<file path="config.mk">
export PLATFORM = sky130hd
export DESIGN_NAME = mant_add_arbiter
export DESIGN_NICKNAME = d
export VERILOG_FILES = /design/src/rtl/mant_add_pkg.sv /design/src/rtl/rr_grant.sv /design/src/rtl/mant_add_arbiter.sv
export SDC_FILE = /design/constraint.sdc
export NUM_CORES = 1
export LEC_CHECK = 0
export CAP_MARGIN = 20
export CELL_PAD_IN_SITES_DETAIL_PLACEMENT = 0
export CELL_PAD_IN_SITES_GLOBAL_PLACEMENT = 2
export CORE_UTILIZATION = 24
export CTS_CLUSTER_SIZE = 12
export DETAILED_ROUTE_END_ITERATION = 6
export PLACE_DENSITY = 0.89
export SYNTH_ARGS = -nofsm -noshare
export SYNTH_HDL_FRONTEND = slang
export SYNTH_HIERARCHICAL = 1
export SYNTH_SLANG_ARGS = --single-unit
</file>
<file path="constraint.sdc">
create_clock -name clk -period 5.2 [get_ports clk]
set_input_delay 0.52 -clock clk [delete_from_list [all_inputs] [get_ports clk]]
set_output_delay 0.52 -clock clk [all_outputs]
set_load 0.03 [all_outputs]
</file>
<file path="src/rtl/mant_add_pkg.sv">
// -----------------------------------------------------------------------------
// mant_add_pkg
// Shared definitions for the mantissa-add arbiter slice:
//   - MANT_W_DEF / N_REQ_DEF : default operand width and requester count
//   - res_state_e            : occupancy of the one-entry result register
//   - id_width()             : requester-index width, never narrower than 1 bit
// -----------------------------------------------------------------------------
package mant_add_pkg;

  localparam int MANT_W_DEF = 11;
  localparam int N_REQ_DEF  = 4;

  typedef enum logic [0:0] {
    ST_EMPTY = 1'b0,
    ST_FULL  = 1'b1
  } res_state_e;

  // Index width for n requesters; a single requester still needs a 1-bit id.
  function automatic int id_width(input int n);
    return (n > 1) ? $clog2(n) : 1;
  endfunction

endpackage

</file>
<file path="src/rtl/rr_grant.sv">
// -----------------------------------------------------------------------------
// rr_grant
// Combinational round-robin selector: picks the first set bit of i_valid at or
// after position i_ptr, wrapping modulo N_REQ.
// Ports:
//   i_valid [N_REQ-1:0] : request vector
//   i_ptr   [ID_W-1:0]  : highest-priority position (must be < N_REQ)
//   o_grant [N_REQ-1:0] : one-hot grant, zero when nothing is requested
//   o_idx   [ID_W-1:0]  : binary index of the granted requester
//   o_any               : at least one requester is valid
// -----------------------------------------------------------------------------
module rr_grant
  import mant_add_pkg::*;
#(
  parameter  int N_REQ = N_REQ_DEF,
  localparam int ID_W  = id_width(N_REQ)
) (
  input  logic [N_REQ-1:0] i_valid,
  input  logic [ID_W-1:0]  i_ptr,
  output logic [N_REQ-1:0] o_grant,
  output logic [ID_W-1:0]  o_idx,
  output logic             o_any
);

  logic [N_REQ-1:0] w_rot;
  logic [ID_W-1:0]  w_off;
  logic             w_found;
  logic [ID_W:0]    w_sum;

  // Rotate so that the pointer position lands on bit 0; a shift by N_REQ
  // (pointer 0) contributes nothing from the left-shift term.
  assign w_rot = (i_valid >> i_ptr) | (i_valid << (N_REQ - int'(i_ptr)));

  // Priority-encode the lowest set bit of the rotated vector.
  always_comb begin
    w_found = 1'b0;
    w_off   = '0;
    for (int k = 0; k < N_REQ; k++) begin
      w_off   = (w_rot[k] && !w_found) ? ID_W'(k) : w_off;
      w_found = w_found | w_rot[k];
    end
  end

  // Convert the offset back to an absolute index and build the one-hot grant.
  always_comb begin
    w_sum = {1'b0, i_ptr} + {1'b0, w_off};
    if (w_sum >= (ID_W+1)'(N_REQ)) begin
      o_idx = ID_W'(w_sum - (ID_W+1)'(N_REQ));
    end else begin
      o_idx = ID_W'(w_sum);
    end
    if (w_found) begin
      o_grant = N_REQ'(1) << o_idx;
    end else begin
      o_grant = '0;
    end
  end

  assign o_any = w_found;

endmodule

</file>
<file path="src/rtl/mant_add_arbiter.sv">
// -----------------------------------------------------------------------------
// mant_add_arbiter
// Shares one sign-magnitude mantissa adder among N_REQ requesters. A
// round-robin grant selects one requester per cycle, the sum is computed
// combinationally and captured in a one-entry result register one cycle later.
// Requests whose mantissas are both zero can be skipped (zero_skip_en).
// Ports:
//   clk, rst                 : clock, synchronous active-high reset
//   zero_skip_en             : consume all-zero operand pairs without a result
//   req_valid / req_ready    : per-requester handshake, req_ready one-hot or 0
//   req_sign_a/b, req_mant_a/b: per-requester operands, requester i in slice i
//   res_valid / res_ready    : result-register handshake
//   res_id, res_sign, res_mant: owner index and sign-magnitude sum
//   op_count, skip_count     : wrapping 16-bit produced / skipped counters
// -----------------------------------------------------------------------------
module mant_add_arbiter
  import mant_add_pkg::*;
#(
  parameter  int N_REQ  = N_REQ_DEF,
  parameter  int MANT_W = MANT_W_DEF,
  localparam int ID_W   = id_width(N_REQ)
) (
  input  logic                    clk,
  input  logic                    rst,
  input  logic                    zero_skip_en,
  input  logic [N_REQ-1:0]        req_valid,
  output logic [N_REQ-1:0]        req_ready,
  input  logic [N_REQ-1:0]        req_sign_a,
  input  logic [N_REQ-1:0]        req_sign_b,
  input  logic [N_REQ*MANT_W-1:0] req_mant_a,
  input  logic [N_REQ*MANT_W-1:0] req_mant_b,
  output logic                    res_valid,
  input  logic                    res_ready,
  output logic [ID_W-1:0]         res_id,
  output logic                    res_sign,
  output logic [MANT_W:0]         res_mant,
  output logic [15:0]             op_count,
  output logic [15:0]             skip_count
);

  res_state_e       r_state;
  logic [ID_W-1:0]  r_ptr;
  logic [ID_W-1:0]  r_res_id;
  logic             r_res_sign;
  logic [MANT_W:0]  r_res_mant;
  logic [15:0]      r_op_count;
  logic [15:0]      r_skip_count;

  logic [N_REQ-1:0] w_grant;
  logic [ID_W-1:0]  w_idx;
  logic             w_any;
  logic             w_can_accept;
  logic             w_take;
  logic             w_skip;
  logic             w_load;
  logic             w_sa;
  logic             w_sb;
  logic [MANT_W-1:0] w_ma;
  logic [MANT_W-1:0] w_mb;
  logic [MANT_W-1:0] w_diff_ab;
  logic [MANT_W-1:0] w_diff_ba;
  logic [MANT_W:0]  w_sum_mant;
  logic             w_sum_sign;
  logic [ID_W:0]    w_ptr_sum;
  logic [ID_W-1:0]  w_ptr_next;

  rr_grant #(
    .N_REQ (N_REQ)
  ) u_rr_grant (
    .i_valid (req_valid),
    .i_ptr   (r_ptr),
    .o_grant (w_grant),
    .o_idx   (w_idx),
    .o_any   (w_any)
  );

  // A new operation may enter when the result slot is free or being drained.
  assign w_can_accept = (r_state == ST_EMPTY) || res_ready;
  assign w_take       = w_any & w_can_accept & ~rst;
  assign req_ready    = w_grant & {N_REQ{w_take}};

  // AND-OR operand mux driven by the one-hot grant.
  always_comb begin
    w_sa = 1'b0;
    w_sb = 1'b0;
    w_ma = '0;
    w_mb = '0;
    for (int j = 0; j < N_REQ; j++) begin
      w_sa = w_sa | (req_sign_a[j] & w_grant[j]);
      w_sb = w_sb | (req_sign_b[j] & w_grant[j]);
      w_ma = w_ma | (req_mant_a[j*MANT_W +: MANT_W] & {MANT_W{w_grant[j]}});
      w_mb = w_mb | (req_mant_b[j*MANT_W +: MANT_W] & {MANT_W{w_grant[j]}});
    end
  end

  assign w_skip    = zero_skip_en & (w_ma == '0) & (w_mb == '0);
  assign w_load    = w_take & ~w_skip;
  assign w_diff_ab = w_ma - w_mb;
  assign w_diff_ba = w_mb - w_ma;

  // Sign-magnitude add; an exact cancellation yields +0.
  always_comb begin
    if (w_sa == w_sb) begin
      w_sum_mant = {1'b0, w_ma} + {1'b0, w_mb};
      w_sum_sign = w_sa;
    end else if (w_ma > w_mb) begin
      w_sum_mant = {1'b0, w_diff_ab};
      w_sum_sign = w_sa;
    end else if (w_mb > w_ma) begin
      w_sum_mant = {1'b0, w_diff_ba};
      w_sum_sign = w_sb;
    end else begin
      w_sum_mant = '0;
      w_sum_sign = 1'b0;
    end
  end

  // Pointer moves just past the granted requester, wrapping at N_REQ.
  always_comb begin
    w_ptr_sum = {1'b0, w_idx} + (ID_W+1)'(1);
    if (w_ptr_sum >= (ID_W+1)'(N_REQ)) begin
      w_ptr_next = '0;
    end else begin
      w_ptr_next = ID_W'(w_ptr_sum);
    end
  end

  // Result-register FSM, round-robin pointer and counters.
  always_ff @(posedge clk) begin
    if (rst) begin
      r_state      <= ST_EMPTY;
      r_ptr        <= '0;
      r_res_id     <= '0;
      r_res_sign   <= 1'b0;
      r_res_mant   <= '0;
      r_op_count   <= 16'd0;
      r_skip_count <= 16'd0;
    end else begin
      if (w_take) begin
        r_ptr <= w_ptr_next;
        if (w_skip) begin
          r_skip_count <= r_skip_count + 16'd1;
        end else begin
          r_op_count <= r_op_count + 16'd1;
        end
      end
      if (w_load) begin
        r_res_id   <= w_idx;
        r_res_sign <= w_sum_sign;
        r_res_mant <= w_sum_mant;
      end
      case (r_state)
        ST_EMPTY: r_state <= w_load ? ST_FULL : ST_EMPTY;
        // A skipped grant while draining leaves the slot empty.
        ST_FULL:  r_state <= (w_load || !res_ready) ? ST_FULL : ST_EMPTY;
        default:  r_state <= ST_EMPTY;
      endcase
    end
  end

  assign res_valid  = (r_state == ST_FULL);
  assign res_id     = r_res_id;
  assign res_sign   = r_res_sign;
  assign res_mant   = r_res_mant;
  assign op_count   = r_op_count;
  assign skip_count = r_skip_count;

endmodule

</file>
==> results.ini <==
[worst_setup_path]
setup.worst_path.class=reg2reg
worstSetupEndpointType=register
cp_slowest_cell=a211oi_1
cp.required_ns=5.37
critical_path_peak_fanout=6
cp_slowest_stage_delay_ns=0.49
cp.arrival_ns=5.36
reg2reg_slack_ns=0.02
start_kind=register
cp_common_cell=buf_6

[global_routing]
grt_usage_pct=17.3
antenna_found_initial=0
grt_pass1_vias=5765
grt_start_max_net_pins=50
overflow=0
grt_pass1_wl_um=30200

[logic_synthesis]
ys_seq_elements=50
synth_xor_area_share_pct=6.98
syn_inst=641
synth_nets=782
ys_seq_area_share_pct=20.0
synth.yosys.warnings=6
yosysUniqueCellTypes=79
synth_area_um2=5020
synth_top_family_by_area=compound AO/OA/AOI/OAI gates
avgSynthCellArea_um2=7.83
synth_common_cells=nor2_1 (60), dfxtp_1 (50), nand2_1 (48)
yosys-top-cells-area=dfxtp_1 (20%), ha_1 (8.5%), a22oi_1 (5.7%), nor2_1 (4.5%), xor2_1 (4.2%)
synthArstFlopShare_pct=0
synth_edf_count=0
synth_top_area_cell=dfxtp_1
synth_mux_area_share_pct=1.52
synth_top_cell_area_share_pct=20.0
yosysMostFrequentCell=nor2_1
synth_compound_area_share_pct=29.1
synthAdderAreaFrac_pct=9.68
yosys.area_share.simple_pct=25.9
ys.flop_type=dfxtp_1

[layout]
final-instance-count-excl-fill=1248
fin_area_um2=9250
num_antenna_cells=0
drive_gt1_share_pct=35.5
nNetsFinal=1118
n_fill_cell=1970
areaGrowthSynthToFinish_pct=84.4

[timing]
worst_slew_pin_slew_ns=0.902
slew_headroom_pct=39.9
drv_slew=0
fmax_ghz=0.193
skew_ns=0.00419
whs_ns=0.455
worst_slack_ns=0.0171
finalHoldViolCount=0
rsz0062_at_grt=true
final.min_clock_period_ns=5.18
timing.final.crit_share_pct=99.7
setup_viol=0

[route]
num_vias=6107
wire_per_inst_um=16.0
drt_iter0_markers=296
drt.antenna.violating_nets=0
wl_um=19900
first_pass_iters=5
drc_errors=0
vias_per_cell=4.89

[clocking]
cts_buffer_depth=2
clock_latency_ns=0.29
clkSinkCount=50
cts_tree=built
cts.clk_slew.worst_paths_ns=0.07
numCtsBuffers=5
cts_hold_buf=0
cts-root-buf=clkbuf_16
h-tree-depth=2

[die]
die_area_um2=21500
die_h_um=147
core_area_um2=20400
io_pins=156
start_util_pct=24.6
rows=52
die-width_um=147

[hold_path]
worstHoldPathType=reg2reg

[place]
dpl.cell_count=1188
hpwl_um=15000
globalplace.congestion=0.877
placed_cell_area_um2=8000
port_buffers=155
pre_cts_slack_ns=-0.537

[outcome]
status=complete, no violations

[run]
max-cap-violations=0

==> worst max-delay path, delay by kind of cell (launching register included) <==
kind                       cells  cell delay, ns
xor gates and xnor gates       1            0.18
DFF                            1            0.35
muxes                          1            0.08
adders and majority gates      3            0.68
AOI/OAI and AO/OA             10            1.89
and+or+nand+nor                5            0.78
buffers and inverters          8            1.08
==> timing repair <==
| item | in CTS | in global routing |
|---|---|---|
| pin swaps | 31 | 42 |
| endpoints found under the setup margin | 12 | 15 |
| setup buffers | 13 | 35 |
| gates resized for setup | 48 | 97 |
| cloned | 3 | 4 |
==> final timing paths <==
path,cells past startpoint,end,startpoint
worst min-delay path,2,res_mant[5],res_mant[5]
worst max-delay path,28,res_mant[8],r_ptr[1]
worst max register to register,28,res_mant[8],r_ptr[1]
worst min register to register,2,res_mant[5],res_mant[5]
==> metal layers <==
metal  up-vias  GRT usage [%]  share of wire [%]
met5         -              0                  0
met3        14           2.22                5.1
li1       3042              -                  -
met4         0           3.28               0.90
met2       218           28.5                 48
met1      2833           24.0                 46
==> per-stage QoR <==
stage          util (%)  TNS, ns
2_1_floorplan         -        0
3_3_place_gp       39.3    -4.48
3_5_place_dp       39.3    -8.10
4_1_cts            41.7        0
5_1_grt            45.4    -1.33
6_report           45.4        0
==> sequential cells by signal (all words and copies together), names as in the netlist <==
register,cells
op_count,16
r_ptr,2
res_id,2
res_mant,12
res_sign,1
res_valid,1
skip_count,16
==> cells by family after synthesis <==
group                    after synthesis
AO/OA/AOI/OAI                        203
XOR/XNOR                              40
adder cells (fa/ha/maj)               37
multiplexers                           7
AND/OR/NAND/NOR                      233
flip-flops                            50
buffers and inverters                 71
==> cells in the final DEF, fill, tap and decap left out, types with 14 or more instances in the layout <==
cell,Yosys,layout
dfxtp_1,50,49
buf_4,1,176
a22oi_2,2,14
nor3_1,15,14
nand3_1,14,14
xor2_1,24,23
buf_6,9,23
a22oi_1,38,26
nor2_1,60,58
nand2_1,48,35
nand4_1,15,15
ha_4,0,14
o21ai_0,23,20
ha_1,34,18
xnor2_1,16,15
clkdlybuf4s50_1,0,150
a21oi_1,36,28
inv_1,36,29
==> cell type report <==
| cell class | count | area [µm²] | share of cell area [%] |
|---|---|---|---|
| clock buffer | 5 | 125 | 1.35 |
| clock inverter | 3 | 23.8 | 0.257 |
| inverter | 37 | 141 | 1.53 |
| multi-input combinational | 520 | 4310 | 46.6 |
| sequential | 50 | 1000 | 10.8 |
| tap | 270 | 338 | 3.65 |
| timing repair buffer | 363 | 3310 | 35.7 |
Power is not shown: default switching activity piles up to over one toggle a cycle in this logic, so the estimate is an artifact.
